**src/rtl/input_port_buffer.sv**
```systemverilog
// Per-port input flit FIFO feeding the crossbar: show-ahead head flit,
// registered credit return per pop, and a sticky overflow flag for dropped flits.
module input_port_buffer #(
    parameter int unsigned DEPTH = 4,
    parameter int unsigned CNT_W = 3
) (
    input  logic             clk,
    input  logic             rst,
    input  logic [16:0]      data_i,
    input  logic             pop_i,
    output logic [16:0]      data_o,
    output logic             credit_o,
    output logic [CNT_W-1:0] count_o,
    output logic             full_o,
    output logic             empty_o,
    output logic             overflow_o
);

    localparam int unsigned PTR_W = (DEPTH > 1) ? $clog2(DEPTH) : 1;

    logic [16:0]      r_mem [DEPTH];
    logic [PTR_W-1:0] r_rd_ptr;
    logic [PTR_W-1:0] r_wr_ptr;
    logic [CNT_W-1:0] r_count;
    logic             r_credit;
    logic             r_overflow;

    logic w_full;
    logic w_empty;
    logic w_do_pop;
    logic w_do_push;
    logic w_drop;

    always_comb begin
        w_full    = (r_count == CNT_W'(DEPTH));
        w_empty   = (r_count == '0);
        w_do_pop  = pop_i && !w_empty;
        // A push into a full FIFO is only safe when a pop frees the head slot this edge.
        w_do_push = data_i[16] && (!w_full || w_do_pop);
        w_drop    = data_i[16] && w_full && !w_do_pop;
    end

    always_ff @(posedge clk) begin
        if (w_do_push) begin
            r_mem[r_wr_ptr] <= data_i;
        end
    end

    always_ff @(posedge clk) begin
        if (rst) begin
            r_rd_ptr   <= '0;
            r_wr_ptr   <= '0;
            r_count    <= '0;
            r_credit   <= 1'b0;
            r_overflow <= 1'b0;
        end else begin
            r_credit <= w_do_pop;
            if (w_do_push) begin
                r_wr_ptr <= r_wr_ptr + PTR_W'(1);
            end
            if (w_do_pop) begin
                r_rd_ptr <= r_rd_ptr + PTR_W'(1);
            end
            if (w_do_push && !w_do_pop) begin
                r_count <= r_count + CNT_W'(1);
            end else if (w_do_pop && !w_do_push) begin
                r_count <= r_count - CNT_W'(1);
            end
            if (w_drop) begin
                r_overflow <= 1'b1;
            end
        end
    end

    always_comb begin
        data_o     = w_empty ? '0 : r_mem[r_rd_ptr];
        credit_o   = r_credit;
        count_o    = r_count;
        full_o     = w_full;
        empty_o    = w_empty;
        overflow_o = r_overflow;
    end

endmodule

```
**config.mk**
```make
export PLATFORM = sky130hd
export DESIGN_NAME = input_port_buffer
export DESIGN_NICKNAME = d
export VERILOG_FILES = /design/src/rtl/input_port_buffer.sv
export SDC_FILE = /design/constraint.sdc
export NUM_CORES = 1
export LEC_CHECK = 0
export BUFFER_PORTS_ARGS = -buffer_cell sky130_fd_sc_hd__buf_2
export CAP_MARGIN = 20
export CORE_MARGIN = 2
export CORE_UTILIZATION = 35
export DETAILED_ROUTE_END_ITERATION = 10
export PLACE_DENSITY = 0.58
export SKIP_CTS_REPAIR_TIMING = 1
export SLEW_MARGIN = 5
export SYNTH_ARGS = -nofsm -noshare
export SYNTH_HDL_FRONTEND = slang
export SYNTH_SLANG_ARGS = --single-unit
```
**constraint.sdc**
```tcl
create_clock -name clk -period 1.93 [get_ports clk]
set_input_delay 0.0965 -clock clk [delete_from_list [all_inputs] [get_ports clk]]
set_output_delay 0.0965 -clock clk [all_outputs]
set_load 0.01 [all_outputs]
```
; Word-level counts from Yosys, hierarchy flattened
; Memory sizes are Yosys's and may differ from the RTL's. A register that Yosys moved wholly into a read port is not among the register bits.
; Index checks and enable logic that the tools add are counted.
[totals]
regBits = 9
latchBits = 0
ramBits = 68
rom_bits = 0
in_bits = 20
elab_cells = 31
n_memories = 1
[classes]
add_sub_neg = 4
mul = 0
n_div = 0
magnitude_cmp = 0
eq_ne = 1
shift = 0
muxes = 7
bitwise_logic = 0
reduce_logical = 13
[mem_list]
columns = memory, depth, width, read_ports, rd_ports_with_merged_regs, write_ports, line
row1 = r_mem, 4, 17, 1, 1, 1, 21  ; logic [16:0] r_mem [DEPTH];
[ops]
columns = cell, n
row1 = $mux W17, 1
row2 = $logic_and A1 B1 Y1, 6
row3 = $mux W3, 2
row4 = $add A2 B1 Y2 const B, 2
row5 = $logic_not A1 Y1, 4
row6 = $mux W2, 2
row7 = $add A3 B1 Y3 const B, 1
row8 = $eq A3 B3 Y1 const B, 1
row9 = $logic_not A3 Y1, 1
row10 = $sub A3 B1 Y3 const B, 1
row11 = $mux W1, 2
row12 = $reduce_bool A2 Y1, 1
row13 = $logic_or A1 B1 Y1, 1

; Longest topological paths before layout
[logic_depth]
ltp_word = 9
depth_mapped = 8
depth_no_buf = 8

; Worst setup path after synthesis
; No wires, ideal clock.
[synth_path]
kind = register to register
startpoint = register r_count[0], in the netlist count_o[0]
endpoint = register r_count[2], in the netlist count_o[2]
arrival_time_ns = 2.068
required_time_ns = 1.859
slack_ns = -0.209
path_stages_with_launch = 9
path_buffers = 0
period_less_slack_ns = 2.139
cell_sequence = dfxtp_1 > nor3b_4 > a21boi_2 > ha_1 > inv_1 > fa_1 > xor2_1 > or3_1 > a21oi_1
[synth_between]
elab_cells_between_ends = 16
[synth_lines]
columns = item, line
row1 = from (decl), 24  ; logic [CNT_W-1:0] r_count;
row2 = from (signal assigned), 65  ; r_count <= r_count + CNT_W'(1);
row3 = from (signal assigned), 67  ; r_count <= r_count - CNT_W'(1);
row4 = $eq A3 B3 Y1 *, 35  ; w_full = (r_count == CNT_W'(DEPTH));
row5 = via full_o, 14  ; output logic full_o,
row6 = $logic_not A1 Y1 *, 39  ; w_do_push = data_i[16] && (!w_full || w_do_pop);
row7 = $logic_or A1 B1 Y1 *, 39
row8 = $logic_and A1 B1 Y1 *, 39
row9 = via w_do_push, 31  ; logic w_do_push;
row10 = $logic_not A1 Y1, 66  ; end else if (w_do_pop && !w_do_push) begin
row11 = $logic_and A1 B1 Y1, 66
row12 = $reduce_bool A2 Y1 (no source line), n/a
; The timed path passes the listed nets; every way through them passes the cells marked *. The select of a mux whose other input is x is not followed.
; A chain may end at the register's enable or synchronous reset.

; Final worst setup path
[layout_path]
startpoint = register r_count[2], in the netlist count_o[2]
endpoint = register r_count[2], in the netlist count_o[2]
[layout_between]
elab_chain_len = 8
elab_cells_between_ends = 16
[layout_lines]
columns = item, line
row1 = $logic_not A3 Y1, 36  ; w_empty = (r_count == '0);
row2 = $logic_not A1 Y1, 37  ; w_do_pop = pop_i && !w_empty;
row3 = $logic_and A1 B1 Y1, 37
row4 = $logic_or A1 B1 Y1 *, 39
row5 = $logic_and A1 B1 Y1 *, 39
row6 = via w_do_push, 31
row7 = $logic_not A1 Y1, 66
row8 = $logic_and A1 B1 Y1, 66
row9 = $reduce_bool A2 Y1 (no source line), n/a
; Marks and branches as above.

==> metrics.log <==
INFO  metric status = finished with violations
INFO  metric violations = negative setup slack
INFO  metric worst_skew_pair.late_latency = ~0.34 ns
INFO  metric netlist_top_cells_count = sky130_fd_sc_hd__edfxtp_1 (68), sky130_fd_sc_hd__nor2b_1 (13), sky130_fd_sc_hd__dfxtp_1 (11)
INFO  metric final_skew = roughly 0.0056 ns
INFO  metric timing_worst_slew_pin_value = between 0.3 and 0.4 ns
INFO  metric post_drt_wl_per_cell = 15.1 um
INFO  metric boundaryPins = 44
INFO  metric clk_transition_reported_paths = about 0.07 ns
INFO  metric die_x = a little under 100 um
INFO  metric gr-total-overflow = 0
INFO  metric slew_violations = 0
INFO  metric instances_no_fill = between 300 and 400
INFO  metric max_stage_delay = 0.36 ns
INFO  metric max_slew_margin = 0.761
INFO  metric place_inst = approximately 320
INFO  metric synth_cell_type_count = 28
INFO  metric max_cap_violations = 0
INFO  metric ys_seq_area_frac = 0.711
INFO  metric finalWorstSetupSlack = -0.0324 ns
INFO  metric floorplan.initialDensity = 0.363
INFO  metric placement.cell_area = between 3000 and 4000 um2
INFO  metric postSynthNetCount = 188
INFO  metric vias = ~1600
INFO  metric timing.critical_path.arrival = approximately 2.2 ns
INFO  metric fin_crit = 1.96 ns
INFO  metric cts_made_buffers = 9
INFO  metric viasPerCell = 4.59
INFO  metric synth_edf_count = 68
INFO  metric core_area = 8760 um2
INFO  metric grt_antenna_before_repair = 0
INFO  metric worst_path_max_delay_cell = sky130_fd_sc_hd__dfxtp_4
INFO  metric crit_path_required_time = roughly 2.2 ns
INFO  metric place_hpwl = 3480 um
INFO  metric power_per_cell_area = 1260 nW/um2
INFO  metric fmax = 510 MHz
INFO  metric cp-end-kind = flop
INFO  metric path_class = flop to flop
INFO  metric area_growth = 26.3%
INFO  metric synth_top_cell_area_share = 0.642
INFO  metric postSynthAreaPerCell = just under 20 um2
INFO  metric synthDominantAreaCellType = sky130_fd_sc_hd__edfxtp_1
INFO  metric final.hold.worst_slack = between 0.02 and 0.025 ns
INFO  metric nNetsFinal = ~270
INFO  metric hold_violations = 0
INFO  metric clk_root_buffer_cell = sky130_fd_sc_hd__clkbuf_8
INFO  metric total_negative_slack_for_setup_checks = -0.0324 ns
INFO  metric clock_tree_from_tritoncts = built
INFO  metric layout-drive-gt1-share = 0.401
INFO  metric grt_first_pass_wirelength = 8490 um
INFO  metric leakagePower = about 1.5 nW
INFO  metric critical_path.cell_chain = nor3b_4 > a21boi_2 > ha_2 > inv_1 > fa_2 > xor2_1 > or3_1 > a21oi_1
INFO  metric track_usage = 0.117
INFO  metric post-route-drc-count = 0
INFO  metric dieHeight = 99.3 um
INFO  metric yosys_register_bits = 79
INFO  metric routed_wirelength = around 5400 um
INFO  metric floorplan.die_area = slightly below 10000 um2
INFO  metric synth.most_common_cell = sky130_fd_sc_hd__edfxtp_1
INFO  metric globalplace.congestion = slightly below 0.7
INFO  metric timing.critical_path.from_type = flop
INFO  metric synth.area.top_cells = sky130_fd_sc_hd__edfxtp_1 (64%), sky130_fd_sc_hd__mux4_2 (7.1%), sky130_fd_sc_hd__dfxtp_1 (6.9%)
INFO  metric hp-class = input pin to flop
INFO  metric num_rows = 34
INFO  metric setup_violations = 1
INFO  metric htree_levels = 3
INFO  metric cts_max_path_buffers = 2
INFO  metric period_share = 1.02
INFO  metric drc_violation_total_after_the_first_tritonroute_iteration = 31
INFO  metric largest_net_degree_at_the_start_of_global_routing = 21
INFO  metric synth.cell_area = approximately 3200 um2
INFO  metric post_synthesis_async_set_or_reset_flop_share = 0
INFO  metric via_count_of_the_first_global_routing_pass = 1678
INFO  metric finalCoreUtilization = 0.459
INFO  metric drt_first_pass_iters = 4
INFO  metric ir_drop = a little under 0.8 mV
INFO  metric postSynth.topFlopCell = sky130_fd_sc_hd__edfxtp_1
INFO  metric placement.io_buffers = between 40 and 50
INFO  metric diodes = 0
INFO  metric synthCells = around 160
INFO  metric crit_fanout = 5
INFO  metric yosysWarnings = 0
INFO  metric grt_setup_unrepaired = yes
INFO  metric clock-sinks = a little under 80
INFO  metric final_area = ~4000 um2
INFO  metric postRouteAntennaNets = 0
==> kinds of logic (layout without fill, tap and decap cells) <==
kind of cell | after synthesis | in the layout | share of synthesized area
flops | 79 | 79 | 0.711
simple gates | 36 | 36 | 0.0783
mux | 20 | 20 | 0.138
buf+inv | 11 | 96 | 0.0240
compound gates | 7 | 7 | 0.0142
fa+ha+maj | 6 | 6 | 0.0260
xor+xnor | 3 | 3 | 0.00826
==> cell usage in the layout (no fill, tap or decap), types with 2 or more instances in the layout <==
cell / Yosys / layout
sky130_fd_sc_hd__buf_12: 1 / 4
sky130_fd_sc_hd__dfxtp_2: 0 / 2
sky130_fd_sc_hd__a21oi_1: 2 / 2
sky130_fd_sc_hd__edfxtp_1: 68 / 68
sky130_fd_sc_hd__ha_1: 5 / 4
sky130_fd_sc_hd__or3_1: 2 / 2
sky130_fd_sc_hd__dfxtp_1: 11 / 8
sky130_fd_sc_hd__nand2b_1: 2 / 2
sky130_fd_sc_hd__mux4_1: 7 / 7
sky130_fd_sc_hd__xor2_1: 3 / 3
sky130_fd_sc_hd__clkinv_2: 0 / 3
sky130_fd_sc_hd__mux4_2: 10 / 10
sky130_fd_sc_hd__nor2b_1: 13 / 13
sky130_fd_sc_hd__inv_1: 4 / 4
sky130_fd_sc_hd__mux2i_1: 2 / 2
sky130_fd_sc_hd__nor2b_4: 4 / 4
sky130_fd_sc_hd__dlygate4sd3_1: 0 / 16
sky130_fd_sc_hd__buf_2: 3 / 43
sky130_fd_sc_hd__nor2_1: 8 / 8
sky130_fd_sc_hd__o21ai_0: 2 / 2
sky130_fd_sc_hd__buf_4: 0 / 13
sky130_fd_sc_hd__clkbuf_8: 0 / 9
sky130_fd_sc_hd__and2_1: 4 / 4
==> area by class of cell <==
cell class	count	area [um2]
clock inverters	6	61.3
fillers	763	4740
repair buffers	76	553
well taps	108	135
multi-input cells	72	860
clock buffers	10	128
inverters	4	15.0
flip-flops and latches	79	2270
==> per-stage QoR <==
step / setup WS (ns) / total power, mW
2_1_floorplan: -0.0461 / 3.33
3_3_place_gp: 0.0680 / 3.94
3_5_place_dp: 0.0153 / 3.96
4_1_cts: -0.0135 / 5.11
5_1_grt: -0.157 / 5.39
6_report: -0.0324 / 5.07
==> power by group <==
group | internal (mW) | total (mW) | switching, mW
registers | 2.05 | 2.14 | 0.0861
clock network | 0.593 | 1.14 | 0.548
logic | 0.913 | 1.79 | 0.881
==> worst paths after layout <==
path	slack [ns]	start	to	cells after the start
worst max-delay path	-0.03	count_o[2]	count_o[2]	8
worst min-delay path	0.02	data_i[16]	r_mem[1][16]	1
worst max register to register	-0.03	count_o[2]	count_o[2]	8
worst min register to register	0.49	overflow_o	overflow_o	2
==> flip-flops by register name, indices dropped and copies added, names as in the netlist, named ones only <==
| signal | count |
|---|---|
| count_o | 3 |
| credit_o | 1 |
| overflow_o | 1 |
| r_mem | 68 |
| r_rd_ptr | 2 |
| r_wr_ptr | 2 |
==> critical path: cells and delay by family (launching register included) <==
family	cells	cell delay, ns
AO/OA/AOI/OAI	2	0.30
adder cells (fa/ha/maj)	2	0.54
XOR/XNOR	1	0.16
flip-flops	1	0.36
AND/OR/NAND/NOR	2	0.48
buffers and inverters	1	0.05
==> routing by layer <==
metal / share of wire / GRT usage / up-vias / wire (um)
li1: - / - / 790 / -
met1: 0.44 / 0.138 / 791 / 2350
met2: 0.51 / 0.196 / 41 / 2740
met3: 0.041 / 0.0485 / 7 / 223
met4: 0.011 / 0.0379 / 0 / 57
met5: 0 / 0 / - / 0
Power figures use the tool's default switching activity.
